File: src/rtl/wb_axil_bridge_n.sv
// Wishbone classic slave to NPORTS AXI-Lite masters with address decode, one
// outstanding transaction, timeout and protocol-safe drain of abandoned requests.
module wb_axil_bridge_n #(
  parameter int                   AW        = 32,
  parameter int                   NPORTS    = 2,
  parameter logic [NPORTS*AW-1:0] BASE_ADDR = {32'h0001_0000, 32'h0000_0000},
  parameter logic [NPORTS*AW-1:0] ADDR_MASK = {32'hFFFF_0000, 32'hFFFF_0000},
  parameter int                   TIMEOUT   = 1024
) (
  input  logic                 clk_i,
  input  logic                 rstn_i,
  input  logic                 wb_cyc_i,
  input  logic                 wb_stb_i,
  input  logic                 wb_we_i,
  input  logic [AW-1:0]        wb_adr_i,
  input  logic [31:0]          wb_dat_i,
  input  logic [3:0]           wb_sel_i,
  output logic                 wb_ack_o,
  output logic [31:0]          wb_dat_o,
  output logic                 wb_err_o,
  output logic [NPORTS*AW-1:0] m_axi_awaddr,
  output logic [NPORTS*3-1:0]  m_axi_awprot,
  output logic [NPORTS-1:0]    m_axi_awvalid,
  input  logic [NPORTS-1:0]    m_axi_awready,
  output logic [NPORTS*32-1:0] m_axi_wdata,
  output logic [NPORTS*4-1:0]  m_axi_wstrb,
  output logic [NPORTS-1:0]    m_axi_wvalid,
  input  logic [NPORTS-1:0]    m_axi_wready,
  input  logic [NPORTS*2-1:0]  m_axi_bresp,
  input  logic [NPORTS-1:0]    m_axi_bvalid,
  output logic [NPORTS-1:0]    m_axi_bready,
  output logic [NPORTS*AW-1:0] m_axi_araddr,
  output logic [NPORTS*3-1:0]  m_axi_arprot,
  output logic [NPORTS-1:0]    m_axi_arvalid,
  input  logic [NPORTS-1:0]    m_axi_arready,
  input  logic [NPORTS*32-1:0] m_axi_rdata,
  input  logic [NPORTS*2-1:0]  m_axi_rresp,
  input  logic [NPORTS-1:0]    m_axi_rvalid,
  output logic [NPORTS-1:0]    m_axi_rready,
  output logic                 busy_o,
  output logic                 timeout_o
);

  localparam int SW = (NPORTS > 1) ? $clog2(NPORTS) : 1;
  localparam int CW = $clog2(TIMEOUT + 1);

  typedef enum logic [2:0] {IDLE, WADDR, WRESP, RADDR, RDATA, DONE, DRAIN} state_t;

  state_t         r_state, w_next;
  logic [SW-1:0]  r_port, w_port;
  logic           w_hit;
  logic           r_we, r_abort;
  logic           r_aw_pend, r_w_pend, r_ar_pend, r_rsp_pend;
  logic [1:0]     r_resp;
  logic [CW-1:0]  r_cnt;
  logic [31:0]    r_rdata;
  logic [AW-1:0]  r_addr  [NPORTS];
  logic [31:0]    r_wdata [NPORTS];
  logic [3:0]     r_wstrb [NPORTS];

  logic w_start, w_active, w_timeout, w_abort, w_pend_left;
  logic w_bready, w_rready, w_awh, w_wh, w_arh, w_bh, w_rh;
  logic [1:0]  w_bresp, w_rresp;
  logic [31:0] w_rdata;

  // Lowest matching index wins: scan downwards so the last hit assigned is the smallest.
  // NOTE: combinational blocks assign every output a default first and use blocking
  // '=', so no path leaves a signal unassigned and no latch is inferred.
  always_comb begin
    w_hit  = 1'b0;
    w_port = '0;
    for (int i = NPORTS - 1; i >= 0; i--) begin
      if ((wb_adr_i & ADDR_MASK[i*AW +: AW]) == BASE_ADDR[i*AW +: AW]) begin
        w_hit  = 1'b1;
        w_port = SW'(i);
      end
    end
  end

  assign w_start   = wb_cyc_i && wb_stb_i;
  assign w_active  = (r_state == WADDR) || (r_state == WRESP) ||
                     (r_state == RADDR) || (r_state == RDATA);
  assign w_timeout = w_active && (r_cnt == CW'(TIMEOUT));
  assign w_abort   = r_abort || !wb_cyc_i;

  assign w_bready = r_we  && ((r_state == WRESP) || (r_state == DRAIN));
  assign w_rready = !r_we && ((r_state == RDATA) || (r_state == DRAIN));
  assign w_awh    = r_aw_pend && m_axi_awready[r_port];
  assign w_wh     = r_w_pend  && m_axi_wready[r_port];
  assign w_arh    = r_ar_pend && m_axi_arready[r_port];
  assign w_bh     = w_bready  && m_axi_bvalid[r_port];
  assign w_rh     = w_rready  && m_axi_rvalid[r_port];
  assign w_bresp  = m_axi_bresp[2*r_port +: 2];
  assign w_rresp  = m_axi_rresp[2*r_port +: 2];
  assign w_rdata  = m_axi_rdata[32*r_port +: 32];

  // Anything still owed by either side after this cycle keeps the drain going.
  assign w_pend_left = (r_aw_pend && !w_awh) || (r_w_pend && !w_wh) ||
                       (r_ar_pend && !w_arh) || (r_rsp_pend && !(w_bh || w_rh));

  always_comb begin
    w_next = r_state;
    case (r_state)
      IDLE:  if (w_start) w_next = !w_hit ? DONE : (wb_we_i ? WADDR : RADDR);
      WADDR: if (w_timeout) w_next = DRAIN;
             else if ((!r_aw_pend || w_awh) && (!r_w_pend || w_wh)) w_next = WRESP;
      WRESP: if (w_timeout) w_next = DRAIN; else if (w_bh) w_next = DONE;
      RADDR: if (w_timeout) w_next = DRAIN; else if (w_arh) w_next = RDATA;
      RDATA: if (w_timeout) w_next = DRAIN; else if (w_rh) w_next = DONE;
      DONE:  w_next = IDLE;
      DRAIN: if (!w_pend_left) w_next = IDLE;
      default: w_next = IDLE;
    endcase
  end

  assign wb_ack_o  = (r_state == DONE) && (r_resp == 2'b00) && !w_abort;
  assign wb_err_o  = (((r_state == DONE) && (r_resp != 2'b00)) || w_timeout) && !w_abort;
  assign timeout_o = w_timeout;
  assign busy_o    = (r_state != IDLE);
  assign wb_dat_o  = r_rdata;

  for (genvar g = 0; g < NPORTS; g++) begin : g_port
    assign m_axi_awaddr[g*AW +: AW] = r_addr[g];
    assign m_axi_araddr[g*AW +: AW] = r_addr[g];
    assign m_axi_awprot[g*3 +: 3]   = 3'b000;
    assign m_axi_arprot[g*3 +: 3]   = 3'b000;
    assign m_axi_wdata[g*32 +: 32]  = r_wdata[g];
    assign m_axi_wstrb[g*4 +: 4]    = r_wstrb[g];
    assign m_axi_awvalid[g] = r_aw_pend && (r_port == SW'(g));
    assign m_axi_wvalid[g]  = r_w_pend  && (r_port == SW'(g));
    assign m_axi_arvalid[g] = r_ar_pend && (r_port == SW'(g));
    assign m_axi_bready[g]  = w_bready  && (r_port == SW'(g));
    assign m_axi_rready[g]  = w_rready  && (r_port == SW'(g));
  end

  // NOTE: state is updated with non-blocking '<=' only, so every register samples
  // pre-edge values regardless of statement order.
  always_ff @(posedge clk_i or negedge rstn_i) begin
    if (!rstn_i) begin
      r_state    <= IDLE;
      r_port     <= '0;
      r_we       <= 1'b0;
      r_abort    <= 1'b0;
      r_aw_pend  <= 1'b0;
      r_w_pend   <= 1'b0;
      r_ar_pend  <= 1'b0;
      r_rsp_pend <= 1'b0;
      r_resp     <= 2'b00;
      r_cnt      <= '0;
      r_rdata    <= '0;
      // NOTE: the per-port arrays are a handful of flops driving outputs directly,
      // not a RAM, so they are reset to keep the AXI buses defined after reset.
      for (int i = 0; i < NPORTS; i++) begin
        r_addr[i]  <= '0;
        r_wdata[i] <= '0;
        r_wstrb[i] <= '0;
      end
    end else begin
      r_state <= w_next;

      if (r_state == IDLE)  r_cnt <= '0;
      else if (w_active)    r_cnt <= r_cnt + 1'b1;

      if (w_awh)        r_aw_pend  <= 1'b0;
      if (w_wh)         r_w_pend   <= 1'b0;
      if (w_arh)        r_ar_pend  <= 1'b0;
      if (w_bh || w_rh) r_rsp_pend <= 1'b0;

      // Responses seen while draining are discarded.
      if (w_bh && (r_state == WRESP)) r_resp <= w_bresp;
      if (w_rh && (r_state == RDATA)) begin
        r_resp  <= w_rresp;
        r_rdata <= w_rdata;
      end

      if (r_state == IDLE) begin
        if (w_start) begin
          r_we    <= wb_we_i;
          r_abort <= 1'b0;
          r_port  <= w_port;
          if (w_hit) begin
            r_addr[w_port]  <= wb_adr_i;
            r_wdata[w_port] <= wb_dat_i;
            r_wstrb[w_port] <= wb_sel_i;
            r_aw_pend       <= wb_we_i;
            r_w_pend        <= wb_we_i;
            r_ar_pend       <= !wb_we_i;
            r_rsp_pend      <= 1'b1;
            r_resp          <= 2'b00;
          end else begin
            r_resp <= 2'b11;
          end
        end
      end else if (!wb_cyc_i) begin
        r_abort <= 1'b1;
      end
    end
  end

endmodule

File: config.mk
export PLATFORM = sky130hd
export DESIGN_NAME = wb_axil_bridge_n
export DESIGN_NICKNAME = d
export VERILOG_FILES = /design/src/rtl/wb_axil_bridge_n.sv
export SDC_FILE = /design/constraint.sdc
export NUM_CORES = 1
export LEC_CHECK = 0
export BUFFER_PORTS_ARGS = -buffer_cell sky130_fd_sc_hd__buf_2
export CAP_MARGIN = 20
export CORE_MARGIN = 2
export CORE_UTILIZATION = 35
export DETAILED_ROUTE_END_ITERATION = 7
export PLACE_DENSITY = 0.66
export SYNTH_ARGS = -nofsm -noshare
export SYNTH_HDL_FRONTEND = slang
export SYNTH_SLANG_ARGS = --single-unit
File: constraint.sdc
create_clock -name clk_i -period 2.65 [get_ports clk_i]
set_input_delay 0.265 -clock clk_i [delete_from_list [all_inputs] [get_ports clk_i]]
set_output_delay 0.265 -clock clk_i [all_outputs]
set_load 0.005 [all_outputs]
== Yosys cells after proc, flatten, opt, wreduce, memory -nomap -nowiden ==
Index checks and enable logic that the tools add are counted.

* Register bits after elaboration: 191

* Eq/ne operators: 15
* Bitwise operators: 2
* Shift operators: 3
* Reduce and logical (&&, ||, !) cells: 64
* Mux-type cells: 59
* $lt $le $gt $ge: 3
* Add/sub/neg operators: 1

{| class="wikitable"
|+ Operator list
! kind !! count
|-
| bitwise mux 64 bit || 2
|-
| variable part select 64 x 7 -> 32 bit || 1
|-
| two-way mux 3 bit || 11
|-
| demux 32 bit (select 1 bit) || 1
|-
| zero test 32 bit || 1
|-
| two-way mux 1 bit || 32
|-
| two-way mux 32 bit || 1
|-
| logical AND 1 bit || 31
|-
| two-way mux 11 bit || 2
|-
| one-hot mux 3 bit (6 select lines) || 1
|-
| equality test 16 x 1 -> 1 bit (second input constant) || 1
|-
| logical OR 1 bit || 13
|-
| two-way mux 2 bit || 6
|-
| adder 11 x 1 -> 11 bit (second input constant) || 1
|-
| equality test 11 bit (second input constant) || 1
|-
| zero test 1 bit || 10
|-
| equality test 3 bit (second input constant) || 3
|-
| inequality test 3 bit (second input constant) || 3
|-
| bitwise mux 8 bit || 1
|-
| variable part select 4 x 3 -> 2 bit || 2
|-
| equality test 3 x 2 -> 1 bit (second input constant) || 2
|-
| AND reduction 6 bit || 1
|-
| demux 4 bit (select 1 bit) || 1
|-
| two-way mux 4 bit || 1
|-
| other kinds (15) || 18
|}

== Longest topological paths before layout ==
Gate-level depths: netlist of run 1.

* Depth after elaboration: 10
* Gate-level depth with buffers: 9

== Worst setup path after synthesis of run 1 ==
No wires, ideal clock.

* Path kind: input-to-reg
* From: in wb_adr_i[25]
* To: reg r_wdata (netlist bit m_axi_wdata[3])
* Slack: 0.654 ns
* Arrival: 1.868 ns
* Buffers on the path: 4
* Required time: 2.523 ns
* Setup time: 0.127 ns
* Stages: 9
* Cell sequence: nor4_1 -> and4_1 -> and4_1 -> buf_4 -> nor2b_1 -> buf_2 -> buf_6 -> buf_6 -> mux2_1

* Longest elaborated chain between the ends: 9

{| class="wikitable"
|+ Ends and longest elaborated chain
! item !! line !! RTL
|-
| start: declaration || 15 || <nowiki>input logic [AW-1:0] wb_adr_i,</nowiki>
|-
| equality test 16 x 1 -> 1 bit || 73 || <nowiki>if ((wb_adr_i & ADDR_MASK[i*AW +: AW]) == BASE_ADDR[i*AW +: AW]) begin</nowiki>
|-
| two-way mux 1 bit (2 in a row) || 73 ||
|-
| inverter 1 -> 2 bit (not written as such) || 183 || <nowiki>r_wdata[w_port] <= wb_dat_i;</nowiki>
|-
| greater-or-equal comparator 2 bit (not written as such) / less-than comparator 2 x 1 -> 1 bit (equally long branches) || 183 ||
|-
| logical AND 1 bit (not written as such) || 183 ||
|-
| two-way mux 32 bit (not written as such) || 183 ||
|-
| demux 32 bit (select 1 bit) || 183 ||
|-
| bitwise mux 64 bit || 183 ||
|-
| end signal: indexed assignment || 183 ||
|-
| end: declaration || 58 || <nowiki>logic [31:0] r_wdata [NPORTS];</nowiki>
|}

Several ways; a longest one is shown, not always the timed one.
A chain may end at the register's enable or synchronous reset.

== Worst setup path after layout of run 1 ==
* From: reg r_cnt[4]
* To: out wb_err_o

* Longest elaborated chain between the ends: 4

{| class="wikitable"
|+ Ends and longest elaborated chain
! item !! line !! RTL
|-
| start: declaration || 55 || <nowiki>logic [CW-1:0] r_cnt;</nowiki>
|-
| start signal: assignment || 162 || <nowiki>else if (w_active) r_cnt <= r_cnt + 1'b1;</nowiki>
|-
| equality test 11 bit || 83 || <nowiki>assign w_timeout = w_active && (r_cnt == CW'(TIMEOUT));</nowiki>
|-
| logical AND 1 bit || 83 ||
|-
| logical OR 1 bit || 117 || <nowiki>assign wb_err_o = (((r_state == DONE) && (r_resp != 2'b00)) || w_timeout) && !w_abort;</nowiki>
|-
| logical AND 1 bit || 117 ||
|-
| end: declaration || 20 || <nowiki>output logic wb_err_o,</nowiki>
|}

No other way between the ends.

==> metrics.md, run 1 <==
| Metric | Value |
|---|---|
| Worst r2r src | `r_state[0]$_DFFE_PN0P_` |
| CP Class | `register to output pin` |
| Run status | `finished, final reports clean` |
| Power Density | `684.7 nW/um^2` |
| Startpoint types | `register` |
| Clk_lat worst skew | `0.43 ns` |
| Worst Setup EP | `wb_err_o` |
| Hold_ws | `0.04138 ns` |
| Setup TNS Final | `0 ns` |
| 1st-pass router iterations | `4` |
| Global-route wire length before repair | `33810 um` |
| Hold crit path type | `primary input to register` |
| CP Capture Type | `output pin` |
| Worst-path cell chain | `nor4_1 > nand4_1 > o22ai_1 > nand2_1 > a21oi_1 > buf_2` |
| Crit path max-delay cell type | `dfrtp_1` |
| Most numerous cell in the Yosys netlist | `dfrtp_1` |
| Worst Path Arrival | `2.10 ns` |
| Die H | `159.7 um` |
| Global Route Usage Sum | `16.68%` |
| Sw frac | `30.50%` |
| CTS Sinks | `191` |
| DRC violations left | `0` |
| Mux contribution to synthesized area | `19.29%` |
| Share of cells above drive strength 1 | `54.26%` |
| Met3 GRT Util | `3.922%` |
| Count of pins over their slew limit | `0` |
| GRT Residual Overflow | `0` |
| Post-synthesis sequential area ratio | `56.33%` |
| Placed Area | `10350 um^2` |
| Switch Pwr | `2.291 mW` |
| R2R Setup Slk | `0.48 ns` |
| GR Util met1 | `21.04%` |
| Core area | `23610 um^2` |
| Top post-synthesis cells by count | `191 x dfrtp_1, 104 x mux2_2, 83 x buf_4` |
| Final setup fails | `0` |
| Largest net degree at the start of global routing | `74` |
| Most Used Layer, Global Route | `met2` |
| Clock Path Buffers | `2` |
| Gate power share | `19.6%` |
| TritonCTS clock tree | `done` |
| Lkg Pwr | `6.112 nW` |
| Met2 GRT Util | `28.24%` |
| Complex-gate fraction of the synthesized area | `5.323%` |
| Syn Inst Count | `683` |
| Vias in the first global route | `6034` |
| Asr flop ratio synth | `100.0%` |
| Tot Pwr | `7.513 mW` |
| Internal Power | `5.221 mW` |
| Adder-cell share of the synthesized area | `0.2949%` |
| Yosys reg bits | `191` |
| Worst Reg-to-Reg Cells | `5` |
| Vias per cell | `4.586` |
| Initial antenna violation count | `0` |
| Final Core Density | `46.47%` |
| Placed insts | `1318` |
| Synth top area share | `56.33%` |
| Drt wl/cell | `16.07 um` |
| Clk root buf | `clkbuf_16` |
| Mapped Area | `8486 um^2` |
| Nets | `1176` |
| Worst-path clk slew | `0.08 ns` |
| Post-CTS Setup Repair Bufs | `0` |
| Final non-filler cell total | `1351` |
| Syn. warnings | `0` |
| Critical path data required time | `2.38 ns` |
| Number of I/O port buffers | `400` |
| I/O pins | `413` |
| Peak Freq | `422.7 MHz` |
| CP Max Fanout | `5` |
| Largest family of logic cells by synthesized area | `multiplexers` |
| Netlist cell types | `49` |
| Routability Congestion | `0.8264` |
| RSZ-0062 raised after global routing | `false` |
| Number of fill cells | `2196` |
| Max-cap violations | `0` |
| Top post-synthesis cells by area | `dfrtp_1 56%, mux2_2 14%, buf_4 7.3%` |
| Num CTS Buffers | `17` |
| N_diodes | `0` |
| CP startpoint | `r_cnt[4]$_DFFE_PN0P_` |
| Post-synth top area cell | `dfrtp_1` |
| FP Rows | `56` |
| DR iter-0 viols | `248` |
| Post-synthesis simple-gate area fraction | `8.582%` |
| Minimum clock period | `2.366 ns` |
| Design area | `10970 um^2` |
| Synth Area per Inst | `12.42 um^2` |
| Final Hold Viols | `0` |
| DP HPWL | `16520 um` |
| R2R Path End | `r_state[2]$_DFFE_PN0P_` |
| Slew margin rel. | `58.87%` |
| Die W | `159.7 um` |
| Post-synthesis xor/xnor area fraction | `0.5161%` |
| DRT antenna net count | `0` |
| Period utilization | `89.27%` |
| Via Count | `6196` |
| Die area | `25510 um^2` |
| Worst stage delay on the critical path | `0.44 ns` |
| CTS HTree Levels | `4` |
| Prevailing post-synth register cell | `dfrtp_1` |
| Synthesis-to-finish area growth | `29.30%` |
| Dpl ws | `0.4109 ns` |
| Tightest Pin Transition | `0.6169 ns` |
| Setup ws final | `0.2844 ns` |
| Total wire length | `21720 um` |
| Initial Util | `35.94%` |
| Peak VDD IR | `0.3580 mV` |
| Clock Skews | `0.01562 ns` |
| Flop pwr share | `46.0%` |
| EDFF count, synth | `0` |
| Power share of the clock group | `34.4%` |
[power by group through the flow]
stage | Sequential (mW) | Clock (mW) | Combinational [mW]
final | 3.45 | 2.58 | 1.47
after floorplan | 3.50 | 0 | 0.835
after global placement | 3.50 | 0 | 1.47
after CTS | 3.45 | 2.68 | 1.50
after global routing | 3.50 | 2.81 | 1.67
after detailed placement | 3.51 | 0 | 1.49
[worst max-delay path: cells and delay by family (launching register included)]
family / cells / cell delay, ns
AOI/OAI and AO/OA: 2 / 0.37
and+or+nand+nor: 3 / 0.72
buffers and inverters: 1 / 0.14
DFF: 1 / 0.44
[cell type report]
| class | instances | area (um^2) | area share (%) |
|---|---|---|---|
| Inverter | 8 | 30.03 | 0.2737 |
| Timing Repair Buffer | 417 | 2203 | 20.08 |
| Clock buffer | 17 | 425.4 | 3.877 |
| Multi-Input combinational cell | 384 | 2945 | 26.84 |
| Tap cell | 319 | 399.1 | 3.638 |
| Sequential cell | 191 | 4781 | 43.57 |
| Clock inverter | 15 | 187.7 | 1.711 |
[kinds of logic after synthesis]
logic type / count (synthesis)
AO/OA/AOI/OAI: 76
XOR/XNOR: 5
adder cells (fa/ha/maj): 2
buffers and inverters: 119
flip-flops: 191
multiplexers: 150
other: 1
AND/OR/NAND/NOR: 139
[how the worst min path moves through the flow]
| stage | start | endpoint | cells past startpoint |
|---|---|---|---|
| final | wb_we_i | r_ar_pend$_DFF_PN0_ | 2 |
| after global routing | wb_we_i | r_ar_pend$_DFF_PN0_ | 2 |
| after detailed placement | rstn_i | m_axi_araddr[56]$_DFFE_PN0P_ | 1 |
| after CTS | wb_we_i | r_ar_pend$_DFF_PN0_ | 2 |
| after floorplan | rstn_i | m_axi_araddr[0]$_DFFE_PN0P_ | 0 |
| after global placement | rstn_i | m_axi_araddr[56]$_DFFE_PN0P_ | 1 |
[cell usage in the layout (no fill, tap or decap), drive strengths merged, types with 2 or more instances in the layout]
master,n
or3,2
and2,18
nor2b,22
o21a,2
a211oi,2
buf,415
mux2,108
o22ai,2
o21ai,12
clkbuf,18
nor3,7
nor2,46
nand3,4
conb,12
nor4,6
mux2i,42
ha,2
clkinv,8
a21oi,42
and3,2
xor2,4
nand2,18
o31a,2
nand4,2
and4,4
a31oi,3
inv,15
dfrtp,191
nand2b,5
[flip-flops by register name, summed over array words and instances (netlist names)]
register and flops:
r_aw_pend 1, r_state 3, wb_dat_o 32, r_we 1, r_cnt 11, r_ar_pend 1, m_axi_araddr 64, m_axi_wstrb 8
r_abort 1, r_w_pend 1, r_port 1, r_rsp_pend 1, m_axi_wdata 64, r_resp 2
[per-layer routing]
layer  vias up  routed length (um)
met5         -                   0
met1      2976                8987
met3        27                1541
li1       2935                   -
met2       258               10760
met4         0                 422
[repair_timing]
action	CTS	global route
hold buffers	1	0
endpoints found under the hold margin	69	0
resized for setup	0	0
(Power assumes the default switching activity.)
==> run 2, diff against run 1 <==
--- a/config.mk
+++ b/config.mk
@@ -10,7 +10,9 @@
 export CORE_MARGIN = 2
 export CORE_UTILIZATION = 35
 export DETAILED_ROUTE_END_ITERATION = 7
+export HOLD_SLACK_MARGIN = 0.1
 export PLACE_DENSITY = 0.66
+export SLEW_MARGIN = 10
 export SYNTH_ARGS = -nofsm -noshare
 export SYNTH_HDL_FRONTEND = slang
 export SYNTH_SLANG_ARGS = --single-unit
==> metrics.md, run 2 (synthesis results as in run 1) <==
| Metric | Value |
|---|---|
| Peak Freq | `422.2 MHz` |
| RSZ-0062 raised after global routing | `false` |
| Vias per cell | `4.552` |
| Tightest Pin Transition | `0.6113 ns` |
| 1st-pass router iterations | `4` |
| CP Class | `register to output pin` |
| Final setup fails | `0` |
| Count of pins over their slew limit | `0` |
| Design area | `11480 um^2` |
| Minimum clock period | `2.369 ns` |
| Clock Path Buffers | `2` |
| Worst Hold Path Cells | `2` |
| Post-CTS Setup Repair Bufs | `0` |
| Hold Crit Endpoint | `m_axi_wdata[0]$_DFFE_PN0P_` |
| Final non-filler cell total | `1402` |
| Period utilization | `89.39%` |
| Clk_lat worst skew | `0.43 ns` |
| Share of cells above drive strength 1 | `51.71%` |
| CTS Sinks | `191` |
| DR iter-0 viols | `250` |
| Setup TNS Final | `0 ns` |
| Synthesis-to-finish area growth | `35.31%` |
| CTS HTree Levels | `4` |
| Placed Area | `10350 um^2` |
| Nets | `1227` |
| Global-route wire length before repair | `35100 um` |
| Max-cap violations | `0` |
| Worst-path clk slew | `0.08 ns` |
| DP HPWL | `16520 um` |
| R2R Path End | `r_state[2]$_DFFE_PN0P_` |
| Clk root buf | `clkbuf_16` |
| Commonest cells after routing, fill and taps aside | `399 x buf_2, 190 x dfrtp_1, 104 x mux2_2` |
| Vias in the first global route | `6389` |
| Worst Reg-to-Reg Cells | `5` |
| Core area | `23610 um^2` |
| CP Capture Type | `output pin` |
| Critical path data required time | `2.38 ns` |
| Hold crit path type | `primary input to register` |
| Run status | `finished, final reports clean` |
| Die area | `25510 um^2` |
| N_diodes | `0` |
| Initial antenna violation count | `0` |
| Placed insts | `1318` |
| Via Count | `6382` |
| Lkg Pwr | `6.325 nW` |
| GRT Residual Overflow | `0` |
| Routability Congestion | `0.8264` |
| Total wire length | `22420 um` |
| CP Max Fanout | `5` |
| Drt wl/cell | `15.99 um` |
| I/O pins | `413` |
| FP Rows | `56` |
| DRT antenna net count | `0` |
| Power Density | `659.4 nW/um^2` |
| Number of I/O port buffers | `400` |
| Number of fill cells | `2129` |
| Most common cell after layout, fill and taps aside | `buf_2` |
| Final Core Density | `48.63%` |
| Global Route Usage Sum | `17.27%` |
| Die W | `159.7 um` |
| Worst hold path startpoint | `wb_dat_i[0]` |
| DRC violations left | `0` |
| Peak VDD IR | `0.3579 mV` |
| Num CTS Buffers | `17` |
| R2R Setup Slk | `0.48 ns` |
| Initial Util | `35.94%` |
| TritonCTS clock tree | `done` |
| Final Hold Viols | `0` |
| Largest net degree at the start of global routing | `74` |
| Clock Skews | `0.01587 ns` |
| Worst r2r src | `r_state[0]$_DFFE_PN0P_` |
| Slew margin rel. | `59.25%` |
| Worst Path Arrival | `2.10 ns` |
| Die H | `159.7 um` |
| Startpoint types | `register` |
==> run 2: cell count changes in the layout (fill, tap and decap cells not counted) <==
cell | previous run | this run
dlygate4sd3_1 | 1 | 52
==> run 2: power by group <==
group | switching, mW | internal [mW]
logic | 0.793 | 0.741
clock network | 1.29 | 1.29
registers | 0.216 | 3.24
total | 2.30 | 5.27
==> run 2: worst max-delay path by stage <==
stage / start / to / slack [ns] / depth (start not counted)
3_3_place_gp: wb_adr_i[17] / m_axi_wdata[28]$_DFFE_PN0P_ / 0.44 / 7
4_1_cts: r_cnt[4]$_DFFE_PN0P_ / wb_err_o / 0.28 / 6
5_1_grt: r_cnt[4]$_DFFE_PN0P_ / wb_err_o / 0.08 / 6
6_report: r_cnt[4]$_DFFE_PN0P_ / wb_err_o / 0.28 / 6
2_1_floorplan: wb_adr_i[25] / m_axi_wdata[3]$_DFFE_PN0P_ / 0.65 / 9
3_5_place_dp: wb_adr_i[17] / m_axi_wdata[55]$_DFFE_PN0P_ / 0.41 / 8
==> run 2: stage by stage <==
step	worst slack [ns]	total power [mW]	hold slack, ns
floorplan	0.6545	4.330	-0.03059
global placement	0.4399	4.969	0.3291
detailed placement	0.4109	5.001	0.3356
CTS	0.2825	7.692	0.1038
global route	0.08154	8.038	0.1138
finish	0.2813	7.571	0.1289
==> run 2: metal layers <==
layer  GRT usage [%]  up-vias  wire length, um
met1           21.32     3073             9226
met4           5.579        0              407
li1                -     3034                -
met2           30.26      250            11410
met3           3.558       25             1379
met5               0        -                0
==> run 2: final cells by class <==
cell class / count / area (um^2) / area share, %
Sequential cell: 191 / 4781 / 41.64
Multi-Input combinational cell: 384 / 2945 / 25.65
Timing Repair Buffer: 468 / 2714 / 23.64
Clock buffer: 17 / 425.4 / 3.705
Tap cell: 319 / 399.1 / 3.476
Clock inverter: 15 / 187.7 / 1.635
Inverter: 8 / 30.03 / 0.2615
==> run 2: what timing repair did <==
action	in CTS	in global routing
hold buffers	52	0
gates resized for setup	0	0
hold endpoints to repair	172	0
==> run 2: critical path, stage by stage (launching register included) <==
cell	delay (ns)
dfrtp_1	0.44
nor4_1	0.40
nand4_1	0.25
o22ai_1	0.22
nand2_1	0.07
a21oi_1	0.15
buf_2	0.14
==> run 3, diff against run 2 <==
--- a/config.mk
+++ b/config.mk
@@ -6,12 +6,11 @@
 export NUM_CORES = 1
 export LEC_CHECK = 0
 export BUFFER_PORTS_ARGS = -buffer_cell sky130_fd_sc_hd__buf_2
-export CAP_MARGIN = 20
 export CORE_MARGIN = 2
 export CORE_UTILIZATION = 35
 export DETAILED_ROUTE_END_ITERATION = 7
 export HOLD_SLACK_MARGIN = 0.1
-export PLACE_DENSITY = 0.66
+export PLACE_DENSITY = 0.68
 export SLEW_MARGIN = 10
 export SYNTH_ARGS = -nofsm -noshare
 export SYNTH_HDL_FRONTEND = slang
==> constraint.sdc (replaced) <==
create_clock -name clk_i -period 2 [get_ports clk_i]
set_input_delay 0.2 -clock clk_i [delete_from_list [all_inputs] [get_ports clk_i]]
set_output_delay 0.2 -clock clk_i [all_outputs]
set_load 0.005 [all_outputs]
==> metrics.md, run 3 (synthesis results as in run 1) <==
| Metric | Value |
|---|---|
| TritonCTS clock tree | `done` |
| Most common cell after layout, fill and taps aside | `buf_2` |
| Startpoint types | `register` |
| Die H | `159.7 um` |
| Global-route wire length before repair | `38120 um` |
| Final setup fails | `1` |
| Placed insts | `1333` |
| Clock Path Buffers | `2` |
| Critical path data required time | `1.80 ns` |
| CP Max Fanout | `3` |
| FP Rows | `56` |
| Worst stage delay on the critical path | `0.44 ns` |
| Peak VDD IR | `0.6633 mV` |
| Period utilization | `103.4%` |
| Global Route Usage Sum | `18.63%` |
| Via Count | `6933` |
| Die W | `159.7 um` |
| Crit path max-delay cell type | `dfrtp_2` |
| CTS HTree Levels | `4` |
| Setup ws final | `-0.06848 ns` |
| CP Capture Type | `output pin` |
| Largest net degree at the start of global routing | `52` |
| Dpl ws | `-0.05790 ns` |
| Commonest cells after routing, fill and taps aside | `399 x buf_2, 189 x dfrtp_1, 113 x dlygate4sd3_1` |
| Failing checks | `negative setup slack` |
| Number of I/O port buffers | `400` |
| Worst r2r src | `r_state[2]$_DFFE_PN0P_` |
| RSZ-0062 raised after global routing | `true` |
| DRC violations left | `0` |
| 1st-pass router iterations | `4` |
| Clk_lat worst skew | `0.43 ns` |
| Final Hold Viols | `0` |
| Vias in the first global route | `7117` |
| Worst-path cell chain | `nor4_4 > nand4_1 > o22ai_1 > nand2_1 > a21oi_2 > buf_2` |
| Worst-path clk slew | `0.08 ns` |
| Critical path depth | `6` |
| Lkg Pwr | `6.800 nW` |
| Power Density | `842.9 nW/um^2` |
| Drt wl/cell | `16.78 um` |
| Count of pins over their slew limit | `0` |
| Nets | `1319` |
| DP HPWL | `16260 um` |
| CP Class | `register to output pin` |
| Hold crit path type | `primary input to register` |
| Synthesis-to-finish area growth | `48.05%` |
| Initial antenna violation count | `0` |
| Num CTS Buffers | `17` |
| Initial Util | `35.94%` |
| Peak Freq | `483.4 MHz` |
| DRT antenna net count | `0` |
| Tightest Pin Transition | `0.5996 ns` |
| DR iter-0 viols | `382` |
| Share of cells above drive strength 1 | `51.49%` |
| Total wire length | `25070 um` |
| Clk root buf | `clkbuf_16` |
| Slew margin rel. | `60.03%` |
| Clock Skews | `0.01407 ns` |
| Die area | `25510 um^2` |
| Worst Path Arrival | `1.87 ns` |
| Final Core Density | `53.21%` |
| Minimum clock period | `2.068 ns` |
| Worst Hold Path Cells | `3` |
| Routability Congestion | `0.8049` |
| Crit path buf inv count | `1` |
| Core area | `23610 um^2` |
| Run status | `complete, but fails checks` |
| N_diodes | `0` |
| Setup TNS Final | `-0.06848 ns` |
| Final non-filler cell total | `1494` |
| Worst Reg-to-Reg Cells | `6` |
| Vias per cell | `4.641` |
| I/O pins | `413` |
| CP startpoint | `r_cnt[8]$_DFFE_PN0P_` |
| Max-cap violations | `0` |
| Number of fill cells | `1976` |
| CP delay by family, top | `simple AND/OR/NAND/NOR gates` |
| GRT Residual Overflow | `0` |
| Worst hold path startpoint | `m_axi_rdata[17]` |
| CTS Sinks | `191` |
[run 3: cell types whose count changed in the layout (fill, tap and decap cells not counted), moves of 3 or more]
cell	before	now
clkbuf_16	17	21
buf_4	11	31
nor4_1	6	3
a21oi_2	2	5
buf_6	0	3
dlygate4sd3_1	52	113
a21oi_1	40	37
[run 3: power breakdown]
group	internal [mW]	switching (mW)	total, mW
Clock	1.73	1.78	3.51
Sequential	4.29	0.249	4.54
Combinational	1.28	1.26	2.54
[run 3: final cells by class]
type                       count  area (um^2)  area share, %
clock inverter                15        205.2          1.633
multi-input combinational    384         3023          24.06
timing repair buffer         560         3699          29.44
inverter                       8        30.03         0.2390
sequential                   191         4782          38.06
tap                          319        399.1          3.177
clock buffer                  17        425.4          3.386
[run 3: worst register-to-register path: cells and delay by family (launching register included)]
kind | cells | cell delay, ns
AND/OR/NAND/NOR | 3 | 0.91
flip-flops | 1 | 0.43
multiplexers | 1 | 0.30
buffers and inverters | 1 | 0.15
AO/OA/AOI/OAI | 1 | 0.11
[run 3: layer usage]
layer	routed length [um]	GRT usage, %	up-vias
li1	-	-	3229
met1	10060	22.13	3391
met2	13010	33.61	288
met3	1562	4.156	25
met4	439	5.620	0
met5	0	0	-
[run 3: worst paths after layout]
kind	slack, ns	endpoint
hold reg to reg	0.49	r_abort$_DFFE_PN0P_
max in group asynchronous	1.04	m_axi_araddr[50]$_DFFE_PN0P_
setup reg to reg	0.03	r_resp[0]$_DFF_PN0_
hold / removal	0.11	wb_dat_o[17]$_DFFE_PN0N_
min in group asynchronous	0.28	m_axi_araddr[49]$_DFFE_PN0P_
setup / recovery	-0.07	wb_err_o
[run 3: stage by stage]
step           hold slack (ns)  power (mW)  area [um^2]
3_5_place_dp            0.1951       6.714        10470
6_report                0.1121       10.59        12560
4_1_cts                 0.1017       10.59        12350
2_1_floorplan         -0.09559       5.738         8527
3_3_place_gp            0.1866       6.657        10470
5_1_grt                 0.1191       11.18        12560
[run 3: timing repair]
action                                  in CTS  in global routing
gates resized for setup                      8                 19
endpoints found under the setup margin      18                 74
pin swaps                                    8                  9
hold buffers                               113                  0
endpoints found under the hold margin      185                  0
buffers inserted                             4                  5
gates cloned                                 2                  5
